### config.mk
export PLATFORM = sky130hd
export DESIGN_NAME = imgproc_msg_poller
export DESIGN_NICKNAME = d
export VERILOG_FILES = /design/src/rtl/imgproc_poll_pkg.sv /design/src/rtl/imgproc_mm_rd_seq.sv /design/src/rtl/imgproc_msg_poller.sv
export SDC_FILE = /design/constraint.sdc
export NUM_CORES = 1
export LEC_CHECK = 0
export ABC_CLOCK_PERIOD_IN_PS = 3000
export CAP_MARGIN = 15
export CORE_AREA = 2 2 95 189
export CTS_CLUSTER_DIAMETER = 100
export DETAILED_ROUTE_END_ITERATION = 10
export DIE_AREA = 0 0 97 191
export PLACE_DENSITY = 0.8
export SLEW_MARGIN = 30
export SYNTH_ARGS = -nofsm -noshare
export SYNTH_HDL_FRONTEND = slang
export SYNTH_SLANG_ARGS = --single-unit
### constraint.sdc
create_clock -name clk -period 3 [get_ports clk]
set_input_delay 0.6 -clock clk [delete_from_list [all_inputs] [get_ports clk]]
set_output_delay 0.6 -clock clk [all_outputs]
set_load 0.005 [all_outputs]
### src/rtl/imgproc_poll_pkg.sv
// imgproc_poll_pkg: shared types and constants for the image-processor message poller.
// Holds the poller state enum, the MM sequencer phase enum, slave register
// addresses, the FIFO flush command, and x/y field extraction from a message word.
package imgproc_poll_pkg;

  typedef enum logic [2:0] {
    ID_CHK, IDLE, STAT, HDR, BODY, RESYNC, PRESENT, FAIL
  } poll_state_e;

  typedef enum logic [1:0] {
    SEQ_IDLE, SEQ_STROBE, SEQ_CAP
  } seq_phase_e;

  localparam logic [2:0] ADDR_STATUS = 3'd0;
  localparam logic [2:0] ADDR_MSG    = 3'd1;
  localparam logic [2:0] ADDR_ID     = 3'd2;

  localparam int          FLUSH_BIT = 4;
  localparam logic [31:0] FLUSH_CMD = 32'(1) << FLUSH_BIT;

  function automatic logic [10:0] word_x(input logic [31:0] w);
    return w[26:16];
  endfunction

  function automatic logic [10:0] word_y(input logic [31:0] w);
    return w[10:0];
  endfunction

endpackage

### src/rtl/imgproc_mm_rd_seq.sv
// imgproc_mm_rd_seq: single-access Avalon-MM sequencer, sole driver of the m_* ports.
// Ports: req/wr/addr/wdata request in; done pulses with rdata (= m_readdata) in the
// capture cycle; m_* strobes are registered. Access = idle/gap, strobe, capture (3 cycles).
module imgproc_mm_rd_seq
  import imgproc_poll_pkg::*;
(
  input  logic        clk,
  input  logic        reset_n,
  input  logic        req,
  input  logic        wr,
  input  logic [2:0]  addr,
  input  logic [31:0] wdata,
  output logic        done,
  output logic [31:0] rdata,
  output logic        m_chipselect,
  output logic        m_read,
  output logic        m_write,
  output logic [2:0]  m_address,
  output logic [31:0] m_writedata,
  input  logic [31:0] m_readdata
);

  seq_phase_e  phase_q, phase_d;
  logic        cs_q, cs_d, rd_q, rd_d, wr_q, wr_d;
  logic [2:0]  addr_q, addr_d;
  logic [31:0] wdata_q, wdata_d;

  // The idle phase doubles as the mandatory gap: a request is only taken there,
  // so two strobes are always at least three cycles apart.
  always_comb begin
    phase_d = phase_q;
    cs_d    = 1'b0;
    rd_d    = 1'b0;
    wr_d    = 1'b0;
    addr_d  = addr_q;
    wdata_d = wdata_q;
    case (phase_q)
      SEQ_IDLE: begin
        if (req) begin
          phase_d = SEQ_STROBE;
          cs_d    = 1'b1;
          rd_d    = ~wr;
          wr_d    = wr;
          addr_d  = addr;
          wdata_d = wr ? wdata : '0;
        end
      end
      SEQ_STROBE: phase_d = SEQ_CAP;
      SEQ_CAP:    phase_d = SEQ_IDLE;
      default:    phase_d = SEQ_IDLE;
    endcase
  end

  always_ff @(posedge clk or negedge reset_n) begin
    if (!reset_n) begin
      phase_q <= SEQ_IDLE;
      cs_q    <= 1'b0;
      rd_q    <= 1'b0;
      wr_q    <= 1'b0;
      addr_q  <= '0;
      wdata_q <= '0;
    end else begin
      phase_q <= phase_d;
      cs_q    <= cs_d;
      rd_q    <= rd_d;
      wr_q    <= wr_d;
      addr_q  <= addr_d;
      wdata_q <= wdata_d;
    end
  end

  // Slave drives read data in the cycle after the strobe; writes finish the same way.
  assign done         = (phase_q == SEQ_CAP);
  assign rdata        = m_readdata;
  assign m_chipselect = cs_q;
  assign m_read       = rd_q;
  assign m_write      = wr_q;
  assign m_address    = addr_q;
  assign m_writedata  = wdata_q;

endmodule

### src/rtl/imgproc_msg_poller.sv
// imgproc_msg_poller: drains the image processor message FIFO over Avalon-MM into one
// parallel bounding-box record (out_valid/out_ready); checks ID, polls fill level, counts bad headers.
// Ports: clk/reset_n, enable, m_* MM master, out_* record, id_ok, err_count. Option: IMGPROC_POLL_FLUSH_EN.
module imgproc_msg_poller
  import imgproc_poll_pkg::*;
#(
  parameter logic [15:0] POLL_INTERVAL = 16'd50000,
  parameter int          MSG_WORDS     = 7,
  parameter logic [31:0] MSG_HEADER    = 32'h00524259,
  parameter logic [31:0] EXPECT_ID     = 32'h1234EEE2
) (
  input  logic        clk,
  input  logic        reset_n,
  input  logic        enable,
  output logic        m_chipselect,
  output logic        m_read,
  output logic        m_write,
  output logic [2:0]  m_address,
  output logic [31:0] m_writedata,
  input  logic [31:0] m_readdata,
  output logic        out_valid,
  input  logic        out_ready,
  output logic [43:0] out_box_r,
  output logic [43:0] out_box_b,
  output logic [43:0] out_box_y,
  output logic [2:0]  out_present,
  output logic        id_ok,
  output logic [7:0]  err_count
);

  localparam int          NC     = MSG_WORDS - 1;
  localparam logic [15:0] RELOAD = POLL_INTERVAL - 16'd1;

  poll_state_e          state_q, state_d;
  logic [15:0]          timer_q, timer_d;
  logic [2:0]           idx_q, idx_d;
  logic [7:0]           err_q, err_d;
  logic                 id_ok_q, id_ok_d;
  // Corners in arrival order {x,y}: r min, r max, b min, b max, y min, y max.
  logic [NC-1:0][21:0]  corner_q, corner_d;

  logic        seq_req, seq_wr, seq_done;
  logic [2:0]  seq_addr;
  logic [31:0] seq_wdata, seq_rdata;

  imgproc_mm_rd_seq u_seq (
    .clk          (clk),
    .reset_n      (reset_n),
    .req          (seq_req),
    .wr           (seq_wr),
    .addr         (seq_addr),
    .wdata        (seq_wdata),
    .done         (seq_done),
    .rdata        (seq_rdata),
    .m_chipselect (m_chipselect),
    .m_read       (m_read),
    .m_write      (m_write),
    .m_address    (m_address),
    .m_writedata  (m_writedata),
    .m_readdata   (m_readdata)
  );

  always_comb begin
    state_d   = state_q;
    timer_d   = timer_q;
    idx_d     = idx_q;
    err_d     = err_q;
    id_ok_d   = id_ok_q;
    corner_d  = corner_q;
    seq_req   = 1'b0;
    seq_wr    = 1'b0;
    seq_addr  = ADDR_STATUS;
    seq_wdata = FLUSH_CMD;
    unique case (state_q)
      ID_CHK: begin
        seq_req  = 1'b1;
        seq_addr = ADDR_ID;
        if (seq_done) begin
          if (seq_rdata == EXPECT_ID) begin
            id_ok_d = 1'b1;
            state_d = IDLE;
            timer_d = RELOAD;
          end else begin
            state_d = FAIL;
          end
        end
      end
      IDLE: begin
        // Timer parks at 0 while enable is low; polling resumes on the first enabled cycle.
        if (timer_q != 16'd0) timer_d = timer_q - 16'd1;
        else if (enable)      state_d = STAT;
      end
      STAT: begin
        seq_req  = 1'b1;
        seq_addr = ADDR_STATUS;
        if (seq_done) begin
          if (seq_rdata[15:8] >= 8'(MSG_WORDS)) begin
            state_d = HDR;
          end else begin
            state_d = IDLE;
            timer_d = RELOAD;
          end
        end
      end
      HDR: begin
        seq_req  = 1'b1;
        seq_addr = ADDR_MSG;
        if (seq_done) begin
          if (seq_rdata == MSG_HEADER) begin
            state_d = BODY;
            idx_d   = 3'd1;
          end else begin
            if (err_q != 8'hFF) err_d = err_q + 8'd1;
            state_d = RESYNC;
          end
        end
      end
      BODY: begin
        seq_req  = 1'b1;
        seq_addr = ADDR_MSG;
        if (seq_done) begin
          corner_d[idx_q - 3'd1] = {word_x(seq_rdata), word_y(seq_rdata)};
          if (idx_q == 3'(MSG_WORDS - 1)) state_d = PRESENT;
          else                            idx_d   = idx_q + 3'd1;
        end
      end
      RESYNC: begin
`ifdef IMGPROC_POLL_FLUSH_EN
        seq_req  = 1'b1;
        seq_wr   = 1'b1;
        seq_addr = ADDR_STATUS;
        if (seq_done) begin
          state_d = IDLE;
          timer_d = RELOAD;
        end
`else
        // No flush: later polls discard stale words one header read at a time.
        state_d = IDLE;
        timer_d = RELOAD;
`endif
      end
      PRESENT: begin
        if (out_ready) begin
          state_d = IDLE;
          timer_d = RELOAD;
        end
      end
      FAIL: state_d = FAIL;
    endcase
  end

  always_ff @(posedge clk or negedge reset_n) begin
    if (!reset_n) begin
      state_q  <= ID_CHK;
      timer_q  <= '0;
      idx_q    <= '0;
      err_q    <= '0;
      id_ok_q  <= 1'b0;
      corner_q <= '0;
    end else begin
      state_q  <= state_d;
      timer_q  <= timer_d;
      idx_q    <= idx_d;
      err_q    <= err_d;
      id_ok_q  <= id_ok_d;
      corner_q <= corner_d;
    end
  end

  assign out_valid = (state_q == PRESENT);
  assign out_box_r = {corner_q[0], corner_q[1]};
  assign out_box_b = {corner_q[2], corner_q[3]};
  assign out_box_y = {corner_q[4], corner_q[5]};
  assign id_ok     = id_ok_q;
  assign err_count = err_q;

  // Gated by out_valid so the cleared boxes after reset (0 <= 0) do not read as present.
  assign out_present = out_valid ? {corner_q[4][21:11] <= corner_q[5][21:11],
                                    corner_q[2][21:11] <= corner_q[3][21:11],
                                    corner_q[0][21:11] <= corner_q[1][21:11]} : 3'b000;

endmodule
==> results.md <==
* CP Max Fanout at 2
* Initial Utilization at 48.30%
* Crit path arrival time at 2.21 ns
* CTS tree: yes
* Setup crit start: out_box_r[12]
* Final Core Density at 64.41%
* Die area at 0.01853 sq mm
* Storage element area at 0.004204 sq mm
* # IOs at 219
* PortBufs at 184
* PwrDens at 437.0 mW/mm^2
* Placeable Area at 0.01710 sq mm
* First-pass GRT wire length at 35560 microns
* Synth warnings at 0
* Asr flop ratio synth at 100.0%
* Total track usage at 24.30%
* Worst Hold Class: in -> async
* R2R cell count at 5
* CP max stage delay at 0.36 ns
* Max-cap violations at 0
* Crit path launch type: flop
* Non-filler instance count after layout at 1159
* # rows at 68
* Static leakage at 5.095 nW
* Status: finished, final reports clean
* Syn_area_per_cell at 11.47 sq um
* Total number of H-tree levels at 4
* Initial DRC count at 388
* Routed Antenna Nets at 0
* Final WS setup at 0.1876 ns
* Max Freq at 0.3556 GHz
* Worst slew pin tran at 0.7016 ns
* Grt total ovfl at 0
* Gpl congestion at 0.8927
* Final setup vio count at 0
* Pin count of the biggest net entering global routing at 73
* Mapped Cells at 720
* CTS Sinks at 168
* DRT Pass-1 Iters at 5
* Crit-path cells: inv_1 > ha_1 > nor2b_1 > o211a_1 > o211ai_1 > nand3_1 > a21oi_2 > dlygate4sd2_1
* RSZ-0062 raised after global routing: no
* CTS Buf Count at 17
* Worst R2R Start: timer_q[6]
* RR Endpoint: timer_q[13]
* Remaining DRCs at 0
* Max_slew headroom at 53.23%
* Root buffer cell: clkbuf_16
* Yosys reg bits at 168
* Most used flip-flop cell after synthesis: dfrtp_1
* Vias/cell at 5.536
* Clk buf depth at 2
* Vias in the first global route at 6606
* Most common cell after layout, fill and taps aside: clkdlybuf4s50_1
* Inserted Diodes at 0
* Clk pin slew, worst setup/hold paths at 0.07 ns
* Maximum vdd drop at 0.4045 mV
* Skew-Pair Late Insertion Delay at 0.43 ns
* Fill count at 1339
* Routed WL per cell at 19.29 microns
* Seq/Total Area, Yosys at 50.90%
* Final net count at 1011
* Slew Limit Fails at 0
* Multi-input gate area at 0.003656 sq mm
* Required @ worst endpoint at 2.40 ns
* Commonest non-fill, non-tap cells in the layout: clkdlybuf4s50_1 (180), dfrtp_1 (168), mux2_2 (109)
* CP Capture Type: output pin
* DP Worst Slack at 0.01287 ns
* Yosys cell types at 59
* CTS Hold Buffers Added at 0
* Vias at 6416
* Crit Path Class: reg -> out
* DP HPWL at 16320 microns
* Final worst-path cycle share at 93.75%
* Slowest-stage cell, CP: dfrtp_1
* Clock Skew at 0.01379 ns
* Die Y-Extent at 191 microns
* Final WL at 22350 microns
* Initial antenna violation count at 0
* Die X at 97 microns
* R2r setup slk at 0.63 ns
* Setup TNS at 0 ns
* Critical Path End: out_present[0]
* Final Hold Viols at 0
* Post-synth EDFFs at 0
* Area delta synth->final at 33.37%
* Synthesized cell area at 0.008259 sq mm
* Share of layout cells above drive strength 1 at 21.60%
* Minimum clock period at 2.812 ns
* Placed cells at 1126
## synthesized netlist by cell type, types with 9 or more instances
cell type,n,area [sq um]
dfrtp_1,168,4204
mux2_2,109,1227
nand2_1,49,183.9
inv_1,43,161.4
ha_1,39,488.0
buf_4,36,270.3
o21ai_0,32,160.2
nor2_1,31,116.4
nand3_1,20,100.1
a21oi_1,16,80.08
clkbuf_1,13,48.80
nand4_1,12,75.07
nor3_1,12,60.06
o211ai_1,11,82.58
o31ai_1,10,75.07
buf_2,9,45.04
## state kept, by name, indices dropped and copies added (netlist names)
signal and cells:
err_count 8, id_ok 1, out_box_y 44, u_seq.m_read 1, idx_q 3, u_seq.phase_q 2
u_seq.m_address 2, timer_q 16, out_box_r 44, state_q 3, out_box_b 44
## report_power, final
group          leakage, nW  internal, mW  switching, mW
Clock                0.264          1.10          0.990
Sequential            2.01          2.31         0.0341
Combinational         2.82         0.198          0.178
## routing by layer
layer	up-vias	track usage (%)	wire length, microns
met5	-	0	0
li1	2948	-	-
met3	11	9.104	2050
met1	3204	29.55	8926
met4	0	6.013	203
met2	253	40.95	11170
## kinds of logic (layout without fill, tap and decap cells)
kind of cell,after synthesis,in the layout,synth area share [%]
AO/OA/AOI/OAI,105,105,8.332
XOR/XNOR,8,8,0.8484
adder cells (fa/ha/maj),39,39,5.908
buffers and inverters,105,301,6.544
flip-flops,168,168,50.90
multiplexers,112,112,15.27
other,1,34,0.04540
AND/OR/NAND/NOR,182,182,12.15
## worst min-delay path by stage
stage	endpoint	slack, ns	cells after the start
CTS	out_box_y[21]	0.20	1
floorplan	err_count[0]	0.30	0
finish	out_box_y[17]	0.17	1
detailed placement	timer_q[15]	0.48	1
global placement	u_seq.m_address[0]	0.48	2
global route	out_box_y[17]	0.23	1
## critical path, delay by kind of cell (launching register included)
kind                     cells  cell delay (ns)
AO/OA/AOI/OAI                3             0.54
flip-flops                   1             0.36
buffers and inverters        2             0.33
adder cells (fa/ha/maj)      1             0.31
AND/OR/NAND/NOR              2             0.26
## area by class of cell
class	instances	area share, %
flip-flops and latches	168	38.16
well taps	210	2.385
inverters	43	1.465
clock buffers	19	4.021
clock inverters	13	0.9882
repair buffers	226	19.79
multi-input cells	480	33.19
## per-stage QoR
step / cell area [sq um] / hold slack [ns] / total power, mW
global placement: 10450 / 0.4802 / 2.750
CTS: 11020 / 0.1988 / 4.840
global route: 11020 / 0.2279 / 4.970
finish: 11020 / 0.1716 / 4.814
detailed placement: 10450 / 0.4815 / 2.759
floorplan: 8383 / 0.3044 / 2.511
## timing repair
action | 4_1_cts | 5_1_grt
buffers inserted | 1 | 0
resized for setup | 5 | 0
setup endpoints to repair | 3 | 0
endpoints found under the hold margin | 0 | 0
(Power assumes the default switching activity.)
